<file path="config.mk">
export PLATFORM = sky130hd
export DESIGN_NAME = clock_divider_prog
export DESIGN_NICKNAME = d
export VERILOG_FILES = /design/src/rtl/clock_divider_prog.sv
export SDC_FILE = /design/constraint.sdc
export NUM_CORES = 1
export LEC_CHECK = 0
export ABC_AREA = 1
export BUFFER_PORTS_ARGS = -buffer_cell sky130_fd_sc_hd__buf_4
export CAP_MARGIN = 20
export CORE_ASPECT_RATIO = 1.75
export CORE_UTILIZATION = 40
export CTS_CLUSTER_DIAMETER = 60
export DETAILED_ROUTE_END_ITERATION = 10
export PLACE_DENSITY_LB_ADDON = 0.1
export SYNTH_ARGS = -nofsm -noshare
export SYNTH_HDL_FRONTEND = slang
export SYNTH_SLANG_ARGS = --single-unit
</file>
<file path="constraint.sdc">
create_clock -name clk -period 5.7 [get_ports clk]
set_clock_uncertainty 0.05 [all_clocks]
set_input_delay 0.855 -clock clk [delete_from_list [all_inputs] [get_ports clk]]
set_output_delay 0.855 -clock clk [all_outputs]
set_load 0.005 [all_outputs]
</file>
<file path="src/rtl/clock_divider_prog.sv">
// Runtime-programmable clock divider with shadowed period/high-time settings applied at period boundaries.
// Optional CLOCK_DIVIDER_PERIOD_CNT_EN adds a 16-bit completed-period counter output.
module clock_divider_prog #(
  parameter int WIDTH    = 28,
  parameter int DEF_DIV  = 200000,
  parameter int DEF_HIGH = 100000
) (
  input  logic             clk,
  input  logic             rst_n,
  input  logic             en,
  input  logic             load,
  input  logic [WIDTH-1:0] div_in,
  input  logic [WIDTH-1:0] high_in,
  output logic             clock_out,
  output logic             tick,
  output logic             cfg_pending
`ifdef CLOCK_DIVIDER_PERIOD_CNT_EN
  ,
  output logic [15:0]      period_cnt
`endif
);

  localparam int DIV_S_I  = (DEF_DIV < 2) ? 2 : DEF_DIV;
  localparam int HIGH_S_I = (DEF_HIGH < 1) ? 1 :
                            ((DEF_HIGH > DIV_S_I - 1) ? DIV_S_I - 1 : DEF_HIGH);
  localparam logic [WIDTH-1:0] DEF_DIV_S  = WIDTH'(DIV_S_I);
  localparam logic [WIDTH-1:0] DEF_HIGH_S = WIDTH'(HIGH_S_I);

  logic [WIDTH-1:0] r_cnt;
  logic [WIDTH-1:0] r_div_act;
  logic [WIDTH-1:0] r_high_act;
  logic [WIDTH-1:0] r_div_sh;
  logic [WIDTH-1:0] r_high_sh;
  logic             r_pending;
  logic             r_clock_out;
  logic             r_tick;

  logic [WIDTH-1:0] w_div_sat;
  logic [WIDTH-1:0] w_high_sat;
  logic             w_last;
  logic             w_apply;

  // Sanitize the shadow so the active pair always yields a toggling output.
  always_comb begin
    w_div_sat  = (r_div_sh < WIDTH'(2)) ? WIDTH'(2) : r_div_sh;
    w_high_sat = r_high_sh;
    if (r_high_sh == '0)
      w_high_sat = WIDTH'(1);
    else if (r_high_sh > w_div_sat - WIDTH'(1))
      w_high_sat = w_div_sat - WIDTH'(1);
  end

  assign w_last  = (r_cnt == r_div_act - WIDTH'(1));
  // Idle applies pending settings at once; running waits for the wrap.
  assign w_apply = r_pending && (!en || w_last);

  always_ff @(posedge clk or negedge rst_n) begin
    if (!rst_n) begin
      r_cnt       <= '0;
      r_div_act   <= DEF_DIV_S;
      r_high_act  <= DEF_HIGH_S;
      r_div_sh    <= WIDTH'(DEF_DIV);
      r_high_sh   <= WIDTH'(DEF_HIGH);
      r_pending   <= 1'b0;
      r_clock_out <= 1'b0;
      r_tick      <= 1'b0;
    end else begin
      if (en) begin
        r_clock_out <= (r_cnt < r_high_act);
        r_tick      <= w_last;
        r_cnt       <= w_last ? '0 : r_cnt + WIDTH'(1);
      end else begin
        r_cnt       <= '0;
        r_clock_out <= 1'b0;
        r_tick      <= 1'b0;
      end

      if (w_apply) begin
        r_div_act  <= w_div_sat;
        r_high_act <= w_high_sat;
      end

      if (load) begin
        r_div_sh  <= div_in;
        r_high_sh <= high_in;
        r_pending <= 1'b1;
      end else if (w_apply) begin
        r_pending <= 1'b0;
      end
    end
  end

  assign clock_out   = r_clock_out;
  assign tick        = r_tick;
  assign cfg_pending = r_pending;

`ifdef CLOCK_DIVIDER_PERIOD_CNT_EN
  logic [15:0] r_period_cnt;

  always_ff @(posedge clk or negedge rst_n) begin
    if (!rst_n)
      r_period_cnt <= '0;
    else if (en && w_last)
      r_period_cnt <= r_period_cnt + 16'd1;
  end

  assign period_cnt = r_period_cnt;
`endif

endmodule
</file>
======== Yosys cells after proc, flatten, opt, wreduce, memory -nomap -nowiden ========
Cells that the tools add are included.
word-level totals
  register bits after elaboration ......... 143
  output and inout bits ................... 3
  word-level logic and storage cells ...... 29
cells by class
  $add $sub $neg .......................... 3
  magnitude comparators ................... 3
  equality and inequality tests ........... 1
  muxes and demuxes ....................... 9
  reduce and logical (&&, ||, !) cells .... 5
operators with widths
  kind                                                                   count
  28-bit two-way mux                                                     5
  28-bit by 1-bit subtractor with 28-bit output, second input constant   2
  28-bit by 1-bit adder with 28-bit output, second input constant        1
  28-bit equality test                                                   1
  28-bit > comparator                                                    1
  28-bit zero test                                                       1
  28-bit by 2-bit < comparator with 1-bit output, second input constant  1
  28-bit < comparator                                                    1
  1-bit two-way mux                                                      4
  2-bit nonzero test                                                     1
  1-bit logical AND                                                      1
  1-bit zero test                                                        1
  1-bit logical OR                                                       1

======== Longest topological paths before layout ========
Gate-level depths: netlist of run 1.
  word-level depth ........................ 6
  depth in mapped cells ................... 30
  depth with buffers taken out ............ 29

======== Worst setup path before layout of run 1 ========
No wires, ideal clock.
  kind .................................... flip-flop to flip-flop
  start ................................... reg r_div_sh[9]
  end ..................................... reg r_high_act[17]
  arrival time ............................ 3.832 ns
  path slack .............................. 1.701 ns
  cell stages (with the launch flop) ...... 31
  buffers on the path ..................... 1
  period minus slack after synthesis ...... 3.999 ns
  cell sequence ........................... dfrtp_1 nor2_1 nand2_1 inv_1 nand2_1 nor2_1 nand2_1 nand2_1 ha_1 nand2_1 nor2_1 nand2_1 nor3b_1 nand2_1 xor2_1 inv_1 ha_1 nand2_1 nor2_1 nand2_1 nor2_1 nand2_1 nand2_1 nand2_1 inv_1 clkbuf_1 nand3_1 nand2_1 nor2_1 nand2_1 nand2_1
between the ends
  longest elaborated chain between the ends .. 6
RTL lines
  what                                             RTL line  source
  start: declaration                               32        logic [WIDTH-1:0] r_div_sh;
  start signal: assignment                         62        r_div_sh <= WIDTH'(DEF_DIV);
  start signal: assignment                         84        r_div_sh <= div_in;
  28-bit by 2-bit < comparator with 1-bit output   45        w_div_sat = (r_div_sh < WIDTH'(2)) ? WIDTH'(2) : r_div_sh;
  28-bit two-way mux *                             45
  28-bit by 1-bit subtractor with 28-bit output *  49, 50
  28-bit > comparator                              49        else if (r_high_sh > w_div_sat - WIDTH'(1))
  28-bit two-way mux *                             49
  28-bit two-way mux *                             47        if (r_high_sh == '0)
  end signal: assignment                           80        r_high_act <= w_high_sat;
  end: declaration                                 31        logic [WIDTH-1:0] r_high_act;
Every way passes the cells marked *; elsewhere a longest branch is shown, timed or not.
A chain may end at the register's enable or synchronous reset.

======== Worst setup path after layout of run 1 ========
  start ................................... reg r_div_sh[11]
  end ..................................... reg r_high_act[16]
The elaborated chain is that of the path after synthesis.

==> parameters.txt, run 1 <==
Parameter                              Value

Detailed routing
  Detail Route Antenna Nets    0
  Post-detailed-route via-to-cell ratio    roughly 5.0
  Remaining design rule violation count    0
  Wire length after detailed routing    27.58 mm
  Iteration-0 DRC count of the detailed router    roughly 360
  First-pass iteration count of the detailed router    5
  DR vias    ~8600
  Post-DR wirelength/cell    ~16 um

Floorplan
  Area of the die    24550 um2
  Core Rows    74
  CORE AREA    about 23000 um2
  Top-level port count    63
  Die Height    206.5 um
  Overall die width    between 100 and 150 um
  Initial cell density of the core    around 41%

Power
  Static Leakage    5.530 nW
  Total power density per cell area    between 200 and 300 nW/um2
  Worst VDD drop    0.2214 mV

Global route
  Global-route wire length before repair    approximately 45 mm
  Busiest layer in global routing    met2
  Pin count of the biggest net entering global routing    around 100
  Global-route met1 utilization    a little over a quarter
  Antenna violations before repair    0
  Met3 routing resource usage after global routing    3.173%
  Global-route track usage on met2    44.88%
  Overall overflow remaining after global route    0
  Global router's overall resource usage    between 20% and 30%
  Vias in the first global route    just under 9000

Synthesis
  Most common cell in the netlist    sky130_fd_sc_hd__nand2_1
  Synth top area share    a little under a third
  Number of flops mapped to enable cells by yosys    0
  Syn_area_per_cell    7.040 um2
  Share of synthesized area occupied by flip-flops and latches    roughly 38%
  Netlist area before placement    between 9000 and 10000 um2
  Primary flip-flop cell chosen by synthesis mapping    sky130_fd_sc_hd__dfrtp_1
  Top cell type by total area after synthesis    sky130_fd_sc_hd__dfrtp_1
  Area fraction in compound gates after synthesis    under 10%
  Post-synth top cells    436 x sky130_fd_sc_hd__nand2_1, 169 x sky130_fd_sc_hd__nor2_1, 163 x sky130_fd_sc_hd__inv_1
  Share of the synthesized netlist area taken by xor and xnor gates    around 5.4%
  Total of warnings raised by yosys    0
  Synth cell types    35
  Cell count after synthesis    1358
  Share of flip-flops with an asynchronous set or reset    between 90% and 100%
  Fraction of synthesized area in multiplexers    0%
  Synthesized net count    roughly 1500
  Combinational family with the most area after synthesis    simple AND/OR/NAND/NOR gates
  Top cells by area in the synthesized netlist    sky130_fd_sc_hd__dfrtp_1 31%, sky130_fd_sc_hd__nand2_1 17%, sky130_fd_sc_hd__ha_1 7.6%
  Post-synthesis adder-cell area fraction    about 7.6%
  Register bit total from synthesis    between 100 and 150
  Simple-gate share of the synthesized area    roughly 34%

Timing
  Final Slew Violations    0
  Fin Setup TNS    0 ps
  Minimum clock period after layout    about 5100 ps
  Final hold violations    0
  Tightest slew margin relative to the limit    between 30% and 40%
  Number of failing setup endpoints in the final timing report    0
  Setup repair after global routing missed its margin    false
  Tightest hold margin    between 400 and 500 ps
  FMAX    0.1943 GHz
  Final cycle utilization of the critical path    between 90% and 100%
  Transition time at the pin with the least slew margin    between 1000 and 1500 ps

Min path
  Path class of the lowest-slack min-delay path    flip-flop to flip-flop

Worst setup path
  Worst Path Required    between 6000 and 7000 ps
  Start-to-end type of the worst setup path    flip-flop to flip-flop
  Critical path endpoint category    flip-flop
  CP startpoint kind    flip-flop
  Critical-path maximum fanout    25
  Crit path arrival time    5450 ps

Layout
  Relative area change from synthesis to final layout    13.56%
  Total area of sequential cells    between 3000 and 4000 um2
  Antenna Cells    0
  Number of nets in the layout    1527
  Fraction of layout instances using a drive strength above 1    roughly a tenth
  Post-route design area    between 10000 and 15000 um2
  Multi-input gate area    a little over 5000 um2
  Number of fillers in the final layout    2490

Clock tree
  Worst-case clock buffer depth    2
  Buffers inserted by post-CTS timing repair    0
  Clock-pin transition on the worst setup and hold timing paths    60 ps
  CTS root buffer    sky130_fd_sc_hd__clkbuf_16
  Clock latency on the worst-skew pair    about 430 ps
  Number of H-tree levels    4
  Number of sinks driven by the clock tree    143
  Inserted Clock Buffers    17
  TritonCTS clock tree    done

Place
  RD Place Congestion    0.9227
  Area of placed instances    just over 10000 um2
  Number of port buffers    62
  Half-perimeter wire length after placement    between 20 and 25 mm

Status
  Outcome    completed

Run
  Number of max-cap violations    0
-- final timing paths --
path | startpoint | end | slack, ps | cells past startpoint
worst min-delay path | r_high_act[5] | r_high_act[5] | 420 | 2
worst max-delay path | r_div_sh[11] | r_high_act[16] | 550 | 26
max in group asynchronous | rst_n | r_div_sh[21] | 3940 | 2
worst max register to register | r_div_sh[11] | r_high_act[16] | 550 | 26
worst min register to register | r_high_act[5] | r_high_act[5] | 420 | 2
min in group asynchronous | rst_n | r_high_sh[2] | 460 | 1
-- power by group --
part / switching (mW) / internal [mW] / total [mW] / leakage [nW]
clock network: 0.456 / 0.682 / 1.14 / 0.286
registers: 0.126 / 1.15 / 1.28 / 1.76
logic: 0.476 / 0.275 / 0.751 / 3.48
-- cell usage in the layout, fill, tap and decap left out, drive strengths merged --
master	n
xor2	40
nor2	174
o211ai	3
nor4	4
bufinv	2
clkinv	3
nand3b	4
and2	9
nand2	439
a21oi	42
o221ai	2
clkbuf	21
ha	58
dfrtp	119
o21bai	1
a21o	1
nand3	85
nand4	28
buf	69
xnor2	19
dfstp	24
inv	166
clkinvlp	3
o21a	4
o21ai	71
a211oi	1
and3	2
nor3b	5
nor3	22
o22ai	1
-- what timing repair did --
action                     in CTS  in global routing
hold buffers                    0                  0
setup endpoints to repair       0                 28
gates resized for setup         0                  2
-- state kept, by name, indices dropped and copies added, names as in the netlist --
signal and cells:
r_cnt 28, r_div_act 28, r_div_sh 28, r_high_act 28, r_high_sh 28, cfg_pending 1
clock_out 1, tick 1
-- metrics by stage --
| step | power (mW) | utilization (%) | cells | setup slack, ps |
|---|---|---|---|---|
| global placement | 2.039 | 43.75 | 1694 | 106.8 |
| detailed placement | 2.048 | 43.75 | 1694 | 108.4 |
| floorplan | 1.794 | - | 1358 | 1701 |
| CTS | 3.199 | 46.30 | 1726 | 78.26 |
| global route | 3.380 | 46.35 | 1726 | 130.3 |
| finish | 3.165 | 46.35 | 1726 | 554.5 |
-- area by class of cell --
class                           count  share of cell area (%)
Clock buffer                       21                   4.333
Clock inverter                     11                   1.176
Inverter                          163                   5.636
Multi-Input combinational cell   1015                   47.31
Sequential cell                   143                   33.24
Tap cell                          304                   3.504
Timing Repair Buffer               69                   4.806
-- critical path: stages (launching register included) --
cell	delay, ps
sky130_fd_sc_hd__dfstp_2	590
sky130_fd_sc_hd__nor2_1	70
sky130_fd_sc_hd__nand2_1	60
sky130_fd_sc_hd__inv_1	70
sky130_fd_sc_hd__nand2_1	60
sky130_fd_sc_hd__nor2_1	50
sky130_fd_sc_hd__a21oi_1	390
sky130_fd_sc_hd__ha_1	300
sky130_fd_sc_hd__nand2_1	90
sky130_fd_sc_hd__nor2_1	340
sky130_fd_sc_hd__nand2_1	190
sky130_fd_sc_hd__nor3b_2	330
sky130_fd_sc_hd__nand2_1	110
sky130_fd_sc_hd__xor2_1	240
sky130_fd_sc_hd__inv_1	80
sky130_fd_sc_hd__ha_1	270
sky130_fd_sc_hd__nand2_1	40
sky130_fd_sc_hd__nor2_1	140
sky130_fd_sc_hd__nand2_1	130
sky130_fd_sc_hd__nor3_2	270
sky130_fd_sc_hd__nand4_1	270
sky130_fd_sc_hd__nand2_1	160
sky130_fd_sc_hd__buf_4	310
sky130_fd_sc_hd__nand2_1	140
sky130_fd_sc_hd__and3_1	210
sky130_fd_sc_hd__nand2_1	70
sky130_fd_sc_hd__nand2_1	50
-- cells by family (layout without fill, tap and decap cells) --
| kind of cell | after synthesis | after routing |
|---|---|---|
| simple gates | 772 | 772 |
| buf+inv | 200 | 264 |
| flops | 143 | 143 |
| compound gates | 126 | 126 |
| xor+xnor | 59 | 59 |
| fa+ha+maj | 58 | 58 |
-- per-layer routing --
layer  routed length [um]  vias to the layer above  share of wire [%]
li1                     -                     4413                  -
met1                11160                     4001                 40
met2                14590                      162                 53
met3                  627                       57                2.3
met4                 1207                        0                4.4
met5                    0                        -                  0
Power figures use the tool's default switching activity.
==> inputs of run 2 (changes only) <==
--- a/config.mk
+++ b/config.mk
@@ -8,11 +8,10 @@
 export ABC_AREA = 1
 export BUFFER_PORTS_ARGS = -buffer_cell sky130_fd_sc_hd__buf_4
 export CAP_MARGIN = 20
-export CORE_ASPECT_RATIO = 1.75
 export CORE_UTILIZATION = 40
 export CTS_CLUSTER_DIAMETER = 60
 export DETAILED_ROUTE_END_ITERATION = 10
-export PLACE_DENSITY_LB_ADDON = 0.1
+export PLACE_DENSITY = 0.58
 export SYNTH_ARGS = -nofsm -noshare
 export SYNTH_HDL_FRONTEND = slang
 export SYNTH_SLANG_ARGS = --single-unit
==> parameters.txt, run 2 (synthesis gave the netlist of run 1 again) <==
Parameter                              Value

Floorplan
  Top-level port count    between 60 and 70
  Die Height    between 150 and 200 um
  Area of the die    ~25000 um2
  Overall die width    between 150 and 200 um
  CORE AREA    ~23000 um2
  Initial cell density of the core    between 40% and 50%
  Core Rows    56

Timing
  Final hold violations    0
  FMAX    0.2037 GHz
  Final cycle utilization of the critical path    between 80% and 90%
  Transition time at the pin with the least slew margin    1047 ps
  Number of failing setup endpoints in the final timing report    0
  Tightest slew margin relative to the limit    29.97%
  Minimum setup slack in the final design    790.2 ps
  Final Slew Violations    0
  Setup repair after global routing missed its margin    false
  Fin Setup TNS    0 ps
  Minimum clock period after layout    4910 ps

Status
  Outcome    completed

Worst setup path
  CP startpoint kind    flip-flop
  Highest cell delay on the worst timing path    between 400 and 500 ps
  Worst Path Required    approximately 6000 ps
  Start-to-end type of the worst setup path    flip-flop to flip-flop
  Cell with the biggest individual delay on the critical path    sky130_fd_sc_hd__nor3b_1
  Crit path arrival time    5230 ps
  Critical path endpoint category    flip-flop
  Most common cell type on the critical path    sky130_fd_sc_hd__nand2_1
  Critical-path maximum fanout    17

Detailed routing
  Remaining design rule violation count    0
  Post-detailed-route via-to-cell ratio    4.936
  First-pass iteration count of the detailed router    5
  Detail Route Antenna Nets    0
  Wire length after detailed routing    between 20 and 30 mm
  Iteration-0 DRC count of the detailed router    570
  Post-DR wirelength/cell    between 15 and 20 um
  DR vias    between 8000 and 9000

Place
  Number of port buffers    62
  RD Place Congestion    between 0.9 and 1
  Half-perimeter wire length after placement    21.48 mm
  Placement Setup Slack    793.7 ps

Power
  Total power density per cell area    ~300 nW/um2
  Static Leakage    about 5.6 nW
  Worst VDD drop    between 0.2 and 0.25 mV

Min path
  Path class of the lowest-slack min-delay path    input pin to async pin

Clock tree
  Clock latency on the worst-skew pair    430 ps
  Inserted Clock Buffers    17
  Clock-pin transition on the worst setup and hold timing paths    about 60 ps
  Hold buffer count at cts    0
  Number of sinks driven by the clock tree    roughly 140
  CTS root buffer    sky130_fd_sc_hd__clkbuf_16
  Number of H-tree levels    4
  Worst-case clock buffer depth    2
  TritonCTS clock tree    done
  Number of cells upsized or downsized after cts    0
  Buffers inserted by post-CTS timing repair    0

Layout
  Number of nets in the layout    about 1500
  Commonest cells after routing, fill and taps aside    436 x sky130_fd_sc_hd__nand2_1, 169 x sky130_fd_sc_hd__nor2_1, 163 x sky130_fd_sc_hd__inv_1
  Fraction of layout instances using a drive strength above 1    9.494%
  Post-Route Utilization    a little under half
  Most frequent standard cell in the layout excluding fill and tap cells    sky130_fd_sc_hd__nand2_1
  Antenna Cells    0
  Relative area change from synthesis to final layout    14.32%

Global route
  Pin count of the biggest net entering global routing    roughly 100
  Overall overflow remaining after global route    0
  Vias in the first global route    approximately 8300
  Global-route wire length before repair    44.46 mm
  Antenna violations before repair    0
  Global router's overall resource usage    roughly a quarter

Run
  Number of max-cap violations    0
==> run 2: changes by cell type in the layout (fill, tap and decap cells not counted), sizes merged <==
cell,change
clkbuf,-2
bufinv,+3
clkinv,+4
inv,-2
clkinvlp,-3
==> run 2: where the power goes <==
group,internal [mW],leakage [nW],switching [mW]
clock network,0.802,0.327,0.455
registers,1.15,1.76,0.125
logic,0.276,3.48,0.490
total,2.23,5.57,1.07
==> run 2: cell type report <==
type	count	area, um2
Timing Repair Buffer	69	521.8
Multi-Input combinational cell	1015	5126
Clock buffer	19	452.9
Inverter	163	611.8
Fill cell	2422	12540
Clock inverter	13	209.0
Sequential cell	143	3608
Tap cell	319	399.1
==> run 2: path summary, 6_finish.rpt <==
path,to,slack (ps),depth (start not counted),from
max,r_high_act[14],790,30,r_div_sh[9]
min,r_cnt[20],410,1,rst_n
max reg2reg,r_high_act[14],790,30,r_div_sh[9]
min reg2reg,r_high_act[15],420,2,r_high_act[15]
max in group asynchronous,r_high_sh[8],3900,2,rst_n
min in group clk,r_high_act[15],420,2,r_high_act[15]
==> run 2: worst max-delay path, delay by kind of cell, from the launching register on <==
| family | cells | cell delay, ps |
|---|---|---|
| and+or+nand+nor | 22 | 2890 |
| buffers and inverters | 5 | 810 |
| adders and majority gates | 2 | 490 |
| DFF | 1 | 400 |
| xor gates and xnor gates | 1 | 210 |
==> run 2: through the flow <==
stage	power, mW	area (um2)	hold slack, ps	cells
global placement	2.046	10270	404.0	1709
detailed placement	2.056	10270	409.1	1709
floorplan	1.794	9560	391.9	1358
finish	3.299	10930	411.2	1741
CTS	3.321	10930	419.8	1741
global route	3.489	10930	432.5	1741
==> run 2: metal layers <==
metal,track usage [%],vias to the layer above,wire length (um)
met2,39.58,184,12880
li1,-,4413,-
met1,32.31,3963,13170
met4,7.376,0,554
met3,3.517,33,960
met5,0,-,0
